===== config.mk =====
export PLATFORM = sky130hd
export DESIGN_NAME = lcd_ddram_reader
export DESIGN_NICKNAME = d
export VERILOG_FILES = /design/src/rtl/lcd_ddram_reader.sv
export SDC_FILE = /design/constraint.sdc
export NUM_CORES = 1
export LEC_CHECK = 0
export CORE_UTILIZATION = 50
export DETAILED_ROUTE_END_ITERATION = 10
export PLACE_DENSITY_LB_ADDON = 0.2
export REMOVE_ABC_BUFFERS = 1
export SLEW_MARGIN = 20
export SYNTH_ARGS = -nofsm -noshare
export SYNTH_HDL_FRONTEND = slang
export SYNTH_SLANG_ARGS = --single-unit

===== constraint.sdc =====
create_clock -name iCLK_50 -period 3.4 [get_ports iCLK_50]
set_input_delay 0.51 -clock iCLK_50 [delete_from_list [all_inputs] [get_ports iCLK_50]]
set_output_delay 0.51 -clock iCLK_50 [all_outputs]
set_load 0.02 [all_outputs]

===== src/rtl/lcd_ddram_reader.sv =====
// Reads both DDRAM lines and the busy flag / address counter back from an
// HD44780-compatible 2x16 LCD. Owns the LCD bus while oBusy is high.
module lcd_ddram_reader #(
  parameter int unsigned SETUP_CYC    = 2,
  parameter int unsigned EN_HIGH_CYC  = 24,
  parameter int unsigned EN_LOW_CYC   = 30,
  parameter int unsigned BF_MAX_POLLS = 4096
) (
  input  logic         iCLK_50,
  input  logic         iRST_N,
  input  logic         iStart,
  input  logic [7:0]   iLCD_D,
  output logic [7:0]   oLCD_D,
  output logic         oLCD_D_OE,
  output logic         oLCD_RS,
  output logic         oLCD_RW,
  output logic         oLCD_EN,
  output logic         oBusy,
  output logic         oDone,
  output logic         oTimeout,
  output logic [6:0]   oAC,
  output logic [127:0] oString0,
  output logic [127:0] oString1
);

  localparam int unsigned CNT_MAX01 = (SETUP_CYC > EN_HIGH_CYC) ? SETUP_CYC : EN_HIGH_CYC;
  localparam int unsigned CNT_MAX   = (CNT_MAX01 > EN_LOW_CYC) ? CNT_MAX01 : EN_LOW_CYC;
  localparam int unsigned CNT_W     = $clog2(CNT_MAX + 1);
  localparam int unsigned POLL_W    = $clog2(BF_MAX_POLLS + 1);

  localparam logic [2:0] S_IDLE    = 3'd0;
  localparam logic [2:0] S_POLL    = 3'd1;
  localparam logic [2:0] S_SETADDR = 3'd2;
  localparam logic [2:0] S_READ    = 3'd3;
  localparam logic [2:0] S_FINISH  = 3'd4;
  localparam logic [2:0] S_TIMEOUT = 3'd5;

  // TURN is a one-cycle bus-direction change inserted only when the next
  // access reverses direction, so OE and RW never overlap.
  localparam logic [1:0] P_TURN  = 2'd0;
  localparam logic [1:0] P_SETUP = 2'd1;
  localparam logic [1:0] P_EN_HI = 2'd2;
  localparam logic [1:0] P_EN_LO = 2'd3;

  logic [2:0]        r_state, w_state;
  logic [1:0]        r_ph, w_ph;
  logic [CNT_W-1:0]  r_cnt, w_cnt, w_lim;
  logic [POLL_W-1:0] r_polls, w_polls;
  logic [3:0]        r_col, w_col;
  logic              r_line, w_line;
  logic              r_addr_done, w_addr_done;
  logic              r_bf, w_bf;
  logic [127:0]      r_shadow, w_shadow;
  logic              r_en, w_en, r_rw, w_rw, r_rs, w_rs, r_oe, w_oe;
  logic [7:0]        r_d, w_d;
  logic              r_busy, w_busy, r_done, w_done, r_timeout, w_timeout;
  logic [6:0]        r_ac, w_ac;
  logic [127:0]      r_str0, w_str0, r_str1, w_str1;

  // State and registered outputs
  always_ff @(posedge iCLK_50 or negedge iRST_N) begin
    if (!iRST_N) begin
      r_state     <= S_IDLE;
      r_ph        <= P_SETUP;
      r_cnt       <= '0;
      r_polls     <= '0;
      r_col       <= '0;
      r_line      <= 1'b0;
      r_addr_done <= 1'b0;
      r_bf        <= 1'b0;
      r_shadow    <= '0;
      r_en        <= 1'b0;
      r_rw        <= 1'b1;
      r_rs        <= 1'b0;
      r_oe        <= 1'b0;
      r_d         <= '0;
      r_busy      <= 1'b0;
      r_done      <= 1'b0;
      r_timeout   <= 1'b0;
      r_ac        <= '0;
      r_str0      <= '0;
      r_str1      <= '0;
    end else begin
      r_state     <= w_state;
      r_ph        <= w_ph;
      r_cnt       <= w_cnt;
      r_polls     <= w_polls;
      r_col       <= w_col;
      r_line      <= w_line;
      r_addr_done <= w_addr_done;
      r_bf        <= w_bf;
      r_shadow    <= w_shadow;
      r_en        <= w_en;
      r_rw        <= w_rw;
      r_rs        <= w_rs;
      r_oe        <= w_oe;
      r_d         <= w_d;
      r_busy      <= w_busy;
      r_done      <= w_done;
      r_timeout   <= w_timeout;
      r_ac        <= w_ac;
      r_str0      <= w_str0;
      r_str1      <= w_str1;
    end
  end

  // Top FSM and access micro-sequencer next-state logic
  always_comb begin
    w_state     = r_state;
    w_ph        = r_ph;
    w_cnt       = r_cnt;
    w_polls     = r_polls;
    w_col       = r_col;
    w_line      = r_line;
    w_addr_done = r_addr_done;
    w_bf        = r_bf;
    w_shadow    = r_shadow;
    w_en        = r_en;
    w_rw        = r_rw;
    w_rs        = r_rs;
    w_oe        = r_oe;
    w_d         = r_d;
    w_busy      = r_busy;
    w_done      = 1'b0;
    w_timeout   = r_timeout;
    w_ac        = r_ac;
    w_str0      = r_str0;
    w_str1      = r_str1;

    case (r_ph)
      P_SETUP: w_lim = CNT_W'(SETUP_CYC - 1);
      P_EN_HI: w_lim = CNT_W'(EN_HIGH_CYC - 1);
      default: w_lim = CNT_W'(EN_LOW_CYC - 1);
    endcase

    case (r_state)
      S_IDLE: begin
        if (iStart) begin
          w_timeout   = 1'b0;
          w_busy      = 1'b1;
          w_line      = 1'b0;
          w_addr_done = 1'b0;
          w_polls     = '0;
          w_state     = S_POLL;
          w_ph        = P_SETUP;
          w_cnt       = '0;
          w_rs        = 1'b0;
          w_rw        = 1'b1;
          w_oe        = 1'b0;
          w_d         = '0;
        end
      end
      S_FINISH, S_TIMEOUT: w_state = S_IDLE;
      default: begin
        case (r_ph)
          P_TURN: begin
            w_ph  = P_SETUP;
            w_cnt = '0;
            if (r_state == S_SETADDR) begin
              w_oe = 1'b1;
            end else begin
              w_rw = 1'b1;
              w_rs = (r_state == S_READ);
            end
          end
          P_SETUP: begin
            if (r_cnt == w_lim) begin
              w_ph  = P_EN_HI;
              w_cnt = '0;
              w_en  = 1'b1;
            end else begin
              w_cnt = r_cnt + CNT_W'(1);
            end
          end
          P_EN_HI: begin
            if (r_cnt == w_lim) begin
              w_ph  = P_EN_LO;
              w_cnt = '0;
              w_en  = 1'b0;
              if (r_state == S_POLL) begin
                w_ac = iLCD_D[6:0];
                w_bf = iLCD_D[7];
              end else if (r_state == S_READ) begin
                w_shadow[{~r_col, 3'b000} +: 8] = iLCD_D;
              end
            end else begin
              w_cnt = r_cnt + CNT_W'(1);
            end
          end
          default: begin
            if (r_cnt != w_lim) begin
              w_cnt = r_cnt + CNT_W'(1);
            end else begin
              w_cnt = '0;
              w_ph  = P_SETUP;
              case (r_state)
                S_POLL: begin
                  if (!r_bf) begin
                    if (r_addr_done) begin
                      w_state = S_READ;
                      w_col   = '0;
                      w_rs    = 1'b1;
                    end else begin
                      w_state = S_SETADDR;
                      w_ph    = P_TURN;
                      w_rw    = 1'b0;
                      w_rs    = 1'b0;
                      w_oe    = 1'b0;
                      w_d     = r_line ? 8'hC0 : 8'h80;
                    end
                  end else begin
                    w_polls = r_polls + POLL_W'(1);
                    if (w_polls == POLL_W'(BF_MAX_POLLS)) begin
                      w_state   = S_TIMEOUT;
                      w_timeout = 1'b1;
                      w_busy    = 1'b0;
                      w_done    = 1'b1;
                      w_rw      = 1'b1;
                      w_oe      = 1'b0;
                    end
                  end
                end
                S_SETADDR: begin
                  w_state     = S_POLL;
                  w_polls     = '0;
                  w_addr_done = 1'b1;
                  w_ph        = P_TURN;
                  w_oe        = 1'b0;
                end
                default: begin
                  if (r_col == 4'd15) begin
                    if (!r_line) begin
                      w_str0      = r_shadow;
                      w_line      = 1'b1;
                      w_addr_done = 1'b0;
                      w_state     = S_POLL;
                      w_polls     = '0;
                      w_rs        = 1'b0;
                    end else begin
                      w_str1  = r_shadow;
                      w_state = S_FINISH;
                      w_busy  = 1'b0;
                      w_done  = 1'b1;
                    end
                  end else begin
                    w_col = r_col + 4'd1;
                  end
                end
              endcase
            end
          end
        endcase
      end
    endcase
  end

  assign oLCD_D    = r_d;
  assign oLCD_D_OE = r_oe;
  assign oLCD_RS   = r_rs;
  assign oLCD_RW   = r_rw;
  assign oLCD_EN   = r_en;
  assign oBusy     = r_busy;
  assign oDone     = r_done;
  assign oTimeout  = r_timeout;
  assign oAC       = r_ac;
  assign oString0  = r_str0;
  assign oString1  = r_str1;

endmodule


==> results.yml, run 1 <==
worst_setup_path:
  reg2reg_slack_ps: 380
  crit_arrival_ps: 3430
  critPathLaunchType: "register"
  endpoint_kind: "register"
  path_class: "register to register"
  cp_data_required_time_ps: 3810
  r2r-start: "r_ph[0]$_DFFE_PN1P_"
  rr_endpoint: "r_polls[7]$_DFFE_PN0P_"
  reg2reg_depth: 8
  cp_max_fo: 12
cells_and_area:
  fin_nets: 1517
  antennaDiodeCount: 0
  drive_gt1_frac: 0.3407
  final_cell_area_sq_mm: 0.02256
  syn2layout_area_growth_pct: 28.72
sta:
  clock-skew-final_ps: 16.63
  clock.fmax_ghz: 0.3307
  maxSlewViolCount: 0
  hold_slack_ps: -40.43
  slew_headroom: 0.4730
  fin_crit_ps: 3024
  period_share: 0.8894
  rsz0062_at_grt: "false"
  setup_viol: 0
  final_hold_viol_count: 2
  tightestPinTransition_ps: 790.4
yosys:
  syn_area_per_cell_sq_um: 14.64
  syn_area_sq_mm: 0.01752
  syn_inst: 1197
  synthTopCellsByCount: "428 x dfrtp_1, 378 x mux2_2, 42 x nor2_1"
  synth_flop_cell: "dfrtp_1"
  synth_warnings: 0
  synth.most_common_cell: "dfrtp_1"
  synth_top_area_frac: 0.6112
  synth_edf_count: 0
  seq_area_frac_synth: 0.6142
  ys_types: 72
  synth-seq-cells: 430
  yosysTopAreaCell: "dfrtp_1"
  synth_async_sr_flop_share: 1.000
  synth.area.top_cells: "dfrtp_1 61%, mux2_2 24%, mux2_4 1.4%, buf_2 0.94%, nor2_1 0.90%"
clock_network:
  cts_root_buffer: "clkbuf_16"
  cts.sinks: 430
  cts_max_path_buffers: 3
  clk_pin_slew_worst_paths_ps: 60
  post_cts_buffers: 0
  holdBufCountCts: 0
  htreeDepth: 2
  cts_buffers: 44
  cts_tree: "built"
  ctsResizeCount: 0
  clk_latency_ps: 540
placed_design:
  hpwl_um: 27770
  gp_congestion: 0.8593
  place.port_buffers: 282
  placed_cell_area_sq_mm: 0.02098
floorplan:
  die_x_um: 189.2
  core_sq_mm: 0.03454
  io_pins: 289
  fp.dieArea_sq_mm: 0.03580
  rows: 68
  start_util: 0.5073
  die-height_um: 189.2
drt:
  dr_wl_met3_um: 3014
  highest_layer: "met4"
  drc: 0
  first_iter_violations: 628
  dr_total_vias: 10740
  wl_per_cell_um: 21.04
  wirelength_um: 41740
  drtAntennaViolNets: 0
  wl_met2_um: 19180
  dr.pass1.iters: 5
  via_per_inst: 5.413
  drt-met1-wl_um: 18620
power:
  totalPowerFinal_mw: 12.28
  ir_worst_vdd_mv: 0.6594
  power.density_mw_per_mm2: 544.4
  p_leak_nw: 10.88
grt:
  antenna_found_initial: 1
  grt_max_degree: 92
  grt-ovfl-total: 0
  grt_pass1_vias: 11298
  grt_pass1_wl_um: 66320
  grt.total_usage: 0.2385
outcome:
  outcome: "complete, but fails checks"
  violations: "negative hold slack"
hold_path:
  hp-class: "primary input to asynchronous set/reset pin"
run:
  cap_violations: 0
==> how the worst max path moves through the flow <==
stage | start | to | slack [ps] | cells after the start
after detailed placement | r_ph[0]$_DFFE_PN1P_ | r_polls[7]$_DFFE_PN0P_ | 450 | 8
final | r_ph[0]$_DFFE_PN1P_ | r_polls[7]$_DFFE_PN0P_ | 380 | 8
after floorplan | r_ph[0]$_DFFE_PN1P_ | oString1[0]$_DFFE_PN0P_ | -4540 | 7
after global routing | r_ph[0]$_DFFE_PN1P_ | r_polls[7]$_DFFE_PN0P_ | 200 | 8
after CTS | r_ph[0]$_DFFE_PN1P_ | r_polls[7]$_DFFE_PN0P_ | 420 | 8
after global placement | r_ph[0]$_DFFE_PN1P_ | r_polls[5]$_DFFE_PN0P_ | 580 | 8
==> critical path, cell delays in order, from the launching register on <==
cell      delay (ps)
dfstp_2          550
inv_1             70
ha_1             430
xor2_1           230
o2111a_1         240
buf_4            190
and2_1           220
nand4_1          500
o41ai_1          460
==> kinds of logic after synthesis <==
family | after synthesis | share of synthesized area
multiplexers | 400 | 0.2601
other | 1 | 0.0002140
flip-flops | 430 | 0.6142
AND/OR/NAND/NOR | 191 | 0.06169
AO/OA/AOI/OAI | 81 | 0.03142
adder cells (fa/ha/maj) | 10 | 0.007140
buffers and inverters | 73 | 0.01978
XOR/XNOR | 11 | 0.005498
==> area by class of cell <==
type / instances / area [sq um]
sequential: 430 / 10760
clock buffer: 63 / 1285
inverter: 8 / 30.03
tap: 455 / 569.3
clock inverter: 16 / 294.0
timing repair buffer: 313 / 3161
fill: 2609 / 11990
multi-input combinational: 699 / 6456
==> power breakdown <==
part | internal (mW) | switching, mW | leakage (nW)
registers | 5.33 | 0.256 | 5.85
clock network | 3.24 | 1.97 | 0.773
logic | 0.622 | 0.871 | 4.26
==> state kept, by name, summed over array words and instances, names as in the netlist, 2 cells and up <==
register  count
r_shadow    128
r_ph          2
oLCD_D        2
r_state       3
r_cnt         5
oString0    128
oAC           7
oString1    128
r_polls      13
r_col         4
==> placed cells by master, fill, tap and decap left out, types with 5 or more instances in the layout <==
cell type and instances:
xor2_1 6, mux2i_1 5, clkbuf_8 7, nand2b_1 5, o41ai_1 6, buf_4 23, inv_1 8, nand3_1 20
and2_1 18, nand2_1 31, buf_12 8, nor3_1 9, clkinv_2 6, a21oi_1 10, clkdlybuf4s50_1 281, mux2_4 16
mux2_2 378, o31ai_1 7, and3_1 6, clkbuf_16 46, clkbuf_1 10, ha_1 10, o21ai_0 25, nor2b_1 20
nor2_1 41, bufinv_16 8, conb_1 6, a31oi_1 7, dfrtp_1 428
==> per-stage QoR <==
step	instances	hold WS [ps]	worst slack, ps	TNS (ps)	util
floorplan	1137	214.4	-4545	-803290	-
global placement	1905	480.1	584.7	0	0.6073
detailed placement	1905	492.0	453.0	0	0.6073
CTS	1984	1.330	419.9	0	0.6530
global route	1984	10.84	197.7	0	0.6530
finish	1984	-40.43	376.2	0	0.6530
==> per-layer routing <==
layer,vias to the layer above,track usage
met3,61,0.06543
met5,-,0
met1,5536,0.3312
li1,4833,-
met2,310,0.3719
met4,0,0.05986
Note: power is estimated with default switching activity, not from simulation.
==> run 2, diff against run 1 <==
--- a/config.mk
+++ b/config.mk
@@ -5,6 +5,7 @@
 export SDC_FILE = /design/constraint.sdc
 export NUM_CORES = 1
 export LEC_CHECK = 0
+export CAP_MARGIN = 20
 export CORE_UTILIZATION = 50
 export DETAILED_ROUTE_END_ITERATION = 10
 export PLACE_DENSITY_LB_ADDON = 0.2
==> results of run 2 <==
Same layout as run 1: the final DEF is identical, and so are final timing and power.
